===== config.mk =====
export PLATFORM = sky130hd
export DESIGN_NAME = regfile_wb_arbiter_flat
export DESIGN_NICKNAME = d
export VERILOG_FILES = /design/src/rtl/regfile_wb_arbiter_if.sv /design/src/rtl/regfile_wb_arbiter.sv /design/src/flat_wrapper.sv
export SDC_FILE = /design/constraint.sdc
export NUM_CORES = 1
export LEC_CHECK = 0
export ABC_AREA = 1
export CORE_UTILIZATION = 42
export DETAILED_ROUTE_END_ITERATION = 7
export GPL_TIMING_DRIVEN = 0
export PLACE_DENSITY = 0.81
export SLEW_MARGIN = 10
export SYNTH_ARGS = -nofsm -noshare
export SYNTH_HDL_FRONTEND = slang
export SYNTH_SLANG_ARGS = --single-unit

===== constraint.sdc =====
create_clock -name clk -period 3.66 [get_ports clk]
set_clock_uncertainty 0.15 [all_clocks]
set_input_delay 0.549 -clock clk [delete_from_list [all_inputs] [get_ports clk]]
set_output_delay 0.549 -clock clk [all_outputs]
set_load 0.01 [all_outputs]

===== src/rtl/regfile_wb_arbiter_if.sv =====
// regfile_wb_arbiter_if: writeback request, scoreboard query and register-file write bus
interface regfile_wb_arbiter_if #(
  parameter int NUM_REQ = 3,
  parameter int DATA_W  = 64,
  parameter int ADDR_W  = 5
);
  logic [NUM_REQ-1:0]        req_valid;
  logic [NUM_REQ-1:0]        req_ready;
  logic [NUM_REQ*ADDR_W-1:0] req_addr;
  logic [NUM_REQ*DATA_W-1:0] req_data;
  logic                      reserve_valid;
  logic [ADDR_W-1:0]         reserve_addr;
  logic [ADDR_W-1:0]         rs_sel;
  logic [ADDR_W-1:0]         rt_sel;
  logic                      rs_busy;
  logic                      rt_busy;
  logic                      wr_en;
  logic [ADDR_W-1:0]         wr_addr;
  logic [DATA_W-1:0]         wr_data;
  modport master (
    output req_valid, req_addr, req_data, reserve_valid, reserve_addr, rs_sel, rt_sel,
    input  req_ready, rs_busy, rt_busy, wr_en, wr_addr, wr_data
  );
  modport slave (
    input  req_valid, req_addr, req_data, reserve_valid, reserve_addr, rs_sel, rt_sel,
    output req_ready, rs_busy, rt_busy, wr_en, wr_addr, wr_data
  );
endinterface


===== src/rtl/regfile_wb_arbiter.sv =====
// regfile_wb_arbiter: round-robin writeback arbiter with pending-write scoreboard
module regfile_wb_arbiter #(
  parameter int NUM_REQ  = 3,
  parameter int DATA_W   = 64,
  parameter int ADDR_W   = 5,
  parameter int NUM_REGS = 32
) (
  input logic                  clk,
  input logic                  reset,
  regfile_wb_arbiter_if.slave  bus
);
  localparam int PW = NUM_REQ > 1 ? $clog2(NUM_REQ) : 1;
  logic [PW-1:0]       r_ptr;
  logic [NUM_REGS-1:0] r_pending;
  logic                r_wr_en;
  logic [ADDR_W-1:0]   r_wr_addr;
  logic [DATA_W-1:0]   r_wr_data;
  logic [PW-1:0]       w_g;
  logic                w_any;
  logic                w_hs;
  logic [ADDR_W-1:0]   w_addr;
  logic [DATA_W-1:0]   w_data;
  logic [NUM_REGS-1:0] w_pend_nxt;
  // Scan from the highest offset down so the nearest valid index after r_ptr wins
  always_comb begin
    w_any = 1'b0;
    w_g   = '0;
    for (int k = NUM_REQ - 1; k >= 0; k--) begin
      if (bus.req_valid[(int'(r_ptr) + k) % NUM_REQ]) begin
        w_any = 1'b1;
        w_g   = PW'((int'(r_ptr) + k) % NUM_REQ);
      end
    end
  end
  assign w_hs          = w_any & ~reset;
  assign w_addr        = bus.req_addr[int'(w_g) * ADDR_W +: ADDR_W];
  assign w_data        = bus.req_data[int'(w_g) * DATA_W +: DATA_W];
  assign bus.req_ready = w_hs ? NUM_REQ'(1) << w_g : '0;
  // Clear before set so a new reservation of the register just written stays pending
  always_comb begin
    w_pend_nxt = r_pending;
    if (w_hs) w_pend_nxt[w_addr] = 1'b0;
    if (bus.reserve_valid) w_pend_nxt[bus.reserve_addr] = 1'b1;
    w_pend_nxt[0] = 1'b0;
  end
  always_ff @(posedge clk) begin
    if (reset) begin
      r_ptr     <= '0;
      r_pending <= '0;
      r_wr_en   <= 1'b0;
      r_wr_addr <= '0;
      r_wr_data <= '0;
    end else begin
      r_pending <= w_pend_nxt;
      r_wr_en   <= w_hs && w_addr != '0;
      if (w_hs) r_ptr <= (w_g == PW'(NUM_REQ - 1)) ? '0 : PW'(w_g + 1'b1);
      if (w_hs && w_addr != '0) begin
        r_wr_addr <= w_addr;
        r_wr_data <= w_data;
      end
    end
  end
  assign bus.rs_busy = r_pending[bus.rs_sel];
  assign bus.rt_busy = r_pending[bus.rt_sel];
  assign bus.wr_en   = r_wr_en;
  assign bus.wr_addr = r_wr_addr;
  assign bus.wr_data = r_wr_data;
endmodule


===== src/flat_wrapper.sv =====
// flat-port wrapper written by rule: the top's interface ports become plain ports
module regfile_wb_arbiter_flat 
#(
  parameter int NUM_REQ  = 3,
  parameter int DATA_W   = 64,
  parameter int ADDR_W   = 5,
  parameter int NUM_REGS = 32
)
  (clk, reset, bus_req_valid, bus_req_addr, bus_req_data, bus_reserve_valid, bus_reserve_addr, bus_rs_sel, bus_rt_sel, bus_req_ready, bus_rs_busy, bus_rt_busy, bus_wr_en, bus_wr_addr, bus_wr_data);
  regfile_wb_arbiter_if #(.NUM_REQ(NUM_REQ), .DATA_W(DATA_W), .ADDR_W(ADDR_W)) bus_i ();
  input logic clk;
  input logic reset;
  input wire logic [$bits(bus_i.req_valid)-1:0] bus_req_valid;
  input wire logic [$bits(bus_i.req_addr)-1:0] bus_req_addr;
  input wire logic [$bits(bus_i.req_data)-1:0] bus_req_data;
  input wire logic [$bits(bus_i.reserve_valid)-1:0] bus_reserve_valid;
  input wire logic [$bits(bus_i.reserve_addr)-1:0] bus_reserve_addr;
  input wire logic [$bits(bus_i.rs_sel)-1:0] bus_rs_sel;
  input wire logic [$bits(bus_i.rt_sel)-1:0] bus_rt_sel;
  output wire logic [$bits(bus_i.req_ready)-1:0] bus_req_ready;
  output wire logic [$bits(bus_i.rs_busy)-1:0] bus_rs_busy;
  output wire logic [$bits(bus_i.rt_busy)-1:0] bus_rt_busy;
  output wire logic [$bits(bus_i.wr_en)-1:0] bus_wr_en;
  output wire logic [$bits(bus_i.wr_addr)-1:0] bus_wr_addr;
  output wire logic [$bits(bus_i.wr_data)-1:0] bus_wr_data;
  assign bus_i.req_valid = bus_req_valid;
  assign bus_i.req_addr = bus_req_addr;
  assign bus_i.req_data = bus_req_data;
  assign bus_i.reserve_valid = bus_reserve_valid;
  assign bus_i.reserve_addr = bus_reserve_addr;
  assign bus_i.rs_sel = bus_rs_sel;
  assign bus_i.rt_sel = bus_rt_sel;
  assign bus_req_ready = bus_i.req_ready;
  assign bus_rs_busy = bus_i.rs_busy;
  assign bus_rt_busy = bus_i.rt_busy;
  assign bus_wr_en = bus_i.wr_en;
  assign bus_wr_addr = bus_i.wr_addr;
  assign bus_wr_data = bus_i.wr_data;
  regfile_wb_arbiter #(.NUM_REQ(NUM_REQ), .DATA_W(DATA_W), .ADDR_W(ADDR_W), .NUM_REGS(NUM_REGS)) u_core (.clk(clk), .reset(reset), .bus(bus_i));
endmodule

==> flow_metrics.env <==
export IMPL_max_slew_margin_rel_pct=28.2
export IMPL_yosysWarnings=0
export IMPL_leakage_uw=0.00422
export IMPL_arrival_ns=2.83
export IMPL_vias=8709
export IMPL_cts_buffers=9
export IMPL_ys_seq_elements=103
export IMPL_hold_class="flop to flop"
export IMPL_synth_top_cells_by_area="dfxtp_1, nand2_1, nand3_1"
export IMPL_holdPathStages=2
export IMPL_grt_pass1_vias=8071
export IMPL_start_util_pct=43.2
export IMPL_die_x_um=127
export IMPL_worstPathRequired_ns=2.96
export IMPL_postPlaceCellArea_um2=9870
export IMPL_syn_area_um2=6590
export IMPL_rsz0062_at_grt="no"
export IMPL_ys_types=30
export IMPL_ant_nets=0
export IMPL_power_per_cell_area_nw_per_um2=957
export IMPL_routed_wl_um=28600
export IMPL_dieArea_um2=16200
export IMPL_drive_gt1_share_pct=7.33
export IMPL_path_class="flop to primary output"
export IMPL_dp_cells=1586
export IMPL_cts_root_buf="clkbuf_16"
export IMPL_cts_hold_buf=0
export IMPL_clock_path_buffers=2
export IMPL_fin_area_um2=10200
export IMPL_avgSynthCellArea_um2=6.14
export IMPL_instances_no_fill=1606
export IMPL_drt_pass1_iter_count=5
export IMPL_mostFrequentLayoutCells="nand2_1, clkdlybuf4s50_1, nand3_1"
export IMPL_dp_hpwl_um=22700
export IMPL_status="completed"
export IMPL_drv_cap=0
export IMPL_hold_viol_final=0
export IMPL_internal_power_uw=4670
export IMPL_cts_tree="built"
export IMPL_drtIter0Drc=884
export IMPL_pwr_share_comb_pct=71.3
export IMPL_seq_power_share_pct=18.4
export IMPL_net_switching_power_uw=5120
export IMPL_viasPerCell=5.42
export IMPL_period_share_pct=96.5
export IMPL_drc=0
export IMPL_postSynthCellCount=1074
export IMPL_drv_slew=0
export IMPL_switching_share_pct=52.3
export IMPL_ys_seq_area_share_pct=31.3
export IMPL_clock_sinks=103
export IMPL_gp_congestion=0.956
export IMPL_ctsHtreeMaxLevel=3
export IMPL_tightest_slew_ns=1.07
export IMPL_grt_pass1_wl_um=43000
export IMPL_rows=45
export IMPL_fp_coreArea_um2=15300
export IMPL_synth_top_cell_by_area="dfxtp_1"
export IMPL_design_portCount=303
export IMPL_worstHoldStart="u_core.r_pending[6]"
export IMPL_worst_setup_path_start_kind="flop"
export IMPL_chipHeight_um=127
export IMPL_clk_latency_ns=0.35
export IMPL_max_freq_ghz=0.283
export IMPL_worst_r2r_path_depth=16
export IMPL_crit_path_end_kind="primary output"
export IMPL_portBuffers=301
export IMPL_overflow=0
export IMPL_clk_pin_slew_ns=0.07
export IMPL_r2r_start="u_core.r_ptr[0]"
export IMPL_hold_end="u_core.r_pending[6]"
export IMPL_area_delta_synth_final_pct=55.2
export IMPL_grt_total_usage_pct=34.5
export IMPL_antenna_found_initial=3
export IMPL_syn_nets=1305
export IMPL_synth_top_cell_area_share_pct=31.3
export IMPL_timing_rr_end="u_core.bus.wr_data[54]"
export IMPL_setup_violations=0
export IMPL_wl_per_cell_um=17.8
export IMPL_fin_nets=1618
export IMPL_fin_crit_ns=3.53
export IMPL_cp_max_fo=19
export IMPL_fillers=1423
export IMPL_grt_max_degree=26
export IMPL_rrSetupSlack_ns=0.17
export IMPL_final_common_cell="nand2_1"
export IMPL_ir_drop_mv=0.607
export IMPL_clockPowerShare_pct=10.4
export IMPL_hold_ws_ns=0.321
cells by family after synthesis:
logic type | after synthesis | share of synthesized area [%]
and+or+nand+nor | 632 | 40.7
AOI/OAI and AO/OA | 225 | 20.1
buffers and inverters | 111 | 7.42
DFF | 103 | 31.3
adders and majority gates | 3 | 0.570
worst max path at each step:
stage	startpoint	end	slack (ns)	depth (start not counted)
floorplan	u_core.r_ptr[0]	bus_req_ready[0]	0.92	13
global placement	bus_req_valid[0]	bus_req_ready[0]	-0.50	12
detailed placement	bus_req_valid[0]	bus_req_ready[0]	-0.53	12
CTS	u_core.r_ptr[0]	bus_req_ready[0]	0.05	12
global route	u_core.r_ptr[0]	bus_req_ready[0]	0.01	12
finish	u_core.r_ptr[0]	bus_req_ready[2]	0.13	11
registers in the layout, summed over array words and instances (netlist names):
name,cells
u_core.bus.wr_en,1
u_core.bus.wr_data,64
u_core.r_pending,31
u_core.bus.wr_addr,5
u_core.r_ptr,2
metrics by stage:
step           utilization (%)  setup WS [ns]  TNS (ns)  power [uW]
3_3_place_gp              64.7         -0.495    -0.914        8590
6_report                  67.0          0.129         0        9790
3_5_place_dp              64.7         -0.527    -0.986        8660
5_1_grt                   67.0         0.0113         0       10500
2_1_floorplan                -          0.919         0        6000
4_1_cts                   66.7         0.0512         0        9670
cells in the mapped netlist (all sizes together):
library cell,instances
nor2,111
dfxtp,103
ha,3
nor3,9
buf,36
o211ai,4
clkinv,3
clkbuf,37
o221ai,10
nand2,337
a21oi,170
a32oi,1
a32o,1
nand3,171
o21ai,35
a31oi,3
nand4,4
o22ai,1
inv,35
critical path, cell delays in order (launching register included):
cell,delay (ns)
dfxtp_1,0.36
inv_1,0.08
ha_1,0.36
inv_2,0.14
nand3_1,0.10
o21ai_1,0.09
nand2_1,0.06
nand2_1,0.07
nand2_2,0.16
buf_4,0.29
nor2_1,0.21
clkdlybuf4s50_1,0.57
metal layers:
| layer | vias up | global-route usage (%) | wire length (um) |
|---|---|---|---|
| met5 | - | 0 | 0 |
| met4 | 0 | 20.4 | 1630 |
| met3 | 92 | 8.12 | 2250 |
| met2 | 412 | 57.4 | 13200 |
| met1 | 3988 | 40.6 | 11500 |
| li1 | 4217 | - | - |
power by group through the flow:
stage	sequential, uW	combinational (uW)	clock, uW
floorplan	1930	4070	0
global placement	1810	6780	0
detailed placement	1820	6840	0
CTS	1800	6850	1030
global route	1840	7590	1070
finish	1800	6980	1010
final cells by class:
class	instances	area, um2	area share, %
Multi-Input combinational cell	860	4040	39.5
Timing Repair Buffer	306	3050	29.8
Sequential cell	103	2060	20.2
Buffer	69	337	3.29
Tap cell	211	264	2.58
Clock buffer	9	225	2.20
Inverter	38	151	1.48
Clock inverter	7	88.8	0.868
Antenna cell	3	7.51	0.0734
timing repair:
action,in CTS,in global routing
resized for setup,3,10
endpoints found under the setup margin,2,5
setup buffers,0,5
pin swaps,0,1
Power figures use the tool's default switching activity.
==> RTL edit (same settings) <==
`NUM_REGS` is set to 32 in 2 places; all go to 16.
--- a/src/rtl/regfile_wb_arbiter.sv
+++ b/src/rtl/regfile_wb_arbiter.sv
@@ -4,5 +4,5 @@
   parameter int DATA_W   = 64,
   parameter int ADDR_W   = 5,
-  parameter int NUM_REGS = 32
+  parameter int NUM_REGS = 16
 ) (
   input logic                  clk,
--- a/src/flat_wrapper.sv
+++ b/src/flat_wrapper.sv
@@ -5,5 +5,5 @@
   parameter int DATA_W   = 64,
   parameter int ADDR_W   = 5,
-  parameter int NUM_REGS = 32
+  parameter int NUM_REGS = 16
 )
   (clk, reset, bus_req_valid, bus_req_addr, bus_req_data, bus_reserve_valid, bus_reserve_addr, bus_rs_sel, bus_rt_sel, bus_req_ready, bus_rs_busy, bus_rt_busy, bus_wr_en, bus_wr_addr, bus_wr_data);
Behaviour: not the same (a bounded check fails within 4 cycles, from zero or initial values and one cycle with reset high).
==> RTL edit against the unedited design <==
Final cell count fell by 12%. Setup slack improved by 0.082 ns. Largest power group unchanged. Total power fell by 8.4%. Routed wire length fell by 11%. Final area fell by 9.9%. Area after synthesis fell by 13%. Sequential power fell by 9%. Sequential cell count fell by 16. Critical endpoint is now bus_req_ready[0].
==> RTL edit: results (changes against the unedited design) <==
| Metric | Value |
|---|---|
| Signal buffers share of area | `35.8% (+2.7 points)` |
| Seq. pwr | `0.00164 W (-9%)` |
| Syn_nets | `1,165 (-11%)` |
| Synth Register Bits | `87 (-16%)` |
| CLK BUF | `12 (+3)` |
| CP delay by family, top | `simple AND/OR/NAND/NOR gates` |
| Gr usage total | `35.6% (+1.1 points)` |
| Port bufs | `297 (-1.3%)` |
| Post-Layout Cell Count | `1,421 (-12%)` |
| Pin count of the biggest net entering global routing | `20 (-23%)` |
| Synth cell types | `32 (+6.7%)` |
| Top cells by area, synth | `dfxtp_1 (30%), nand2_1 (15%), a21oi_1 (11%)` |
| Grt met2 use | `59.2% (+1.8 points)` |
| DR WL met2 | `11.8 mm (-11%)` |
| Iter 0 DRT Violations | `713 (-19%)` |
| Share of cells above drive strength 1 | `7.48% (+0.15 points)` |
| Nets | `1,471 (-9.1%)` |
| Hold path startpoint | `u_core.bus.wr_addr[0]` |
| Mapped Avg Cell Area | `6.14 sq um (about the same)` |
| Fin Hold WS | `0.325 ns (+0.00404 ns)` |
| First-pass GRT wire length | `38.4 mm (-11%)` |
| Met3 routed WL | `2.34 mm (+3.6%)` |
| Total number of vias | `7,610 (-13%)` |
| Status | `finished, final reports clean` |
| Clock group power | `0.000921 W (-9%)` |
| Overall power | `0.00896 W (-8.4%)` |
## RTL edit: cell count changes in the layout (fill, tap and decap cells not counted), sizes merged, moves of 16 or more
| cell | before | now |
|---|---|---|
| nand2 | 337 | 231 |
| nand3 | 171 | 135 |
| inv | 38 | 69 |
| o21ai | 35 | 55 |
| dfxtp | 103 | 87 |
## RTL edit: how the worst max path moves through the flow
stage,startpoint,to,cells after the start
detailed placement,bus_req_valid[2],bus_req_ready[0],9
floorplan,u_core.r_ptr[0],u_core.bus.wr_data[28],19
global placement,bus_req_valid[2],bus_req_ready[0],12
CTS,u_core.r_ptr[0],bus_req_ready[0],12
finish,u_core.r_ptr[0],bus_req_ready[0],12
global route,u_core.r_ptr[0],bus_req_ready[0],13
## RTL edit: timing repair
action / 4_1_cts / 5_1_grt
resized for setup: 1 / 1
buffers inserted: 0 / 0
cloned: 0 / 0
setup endpoints to repair: 2 / 1
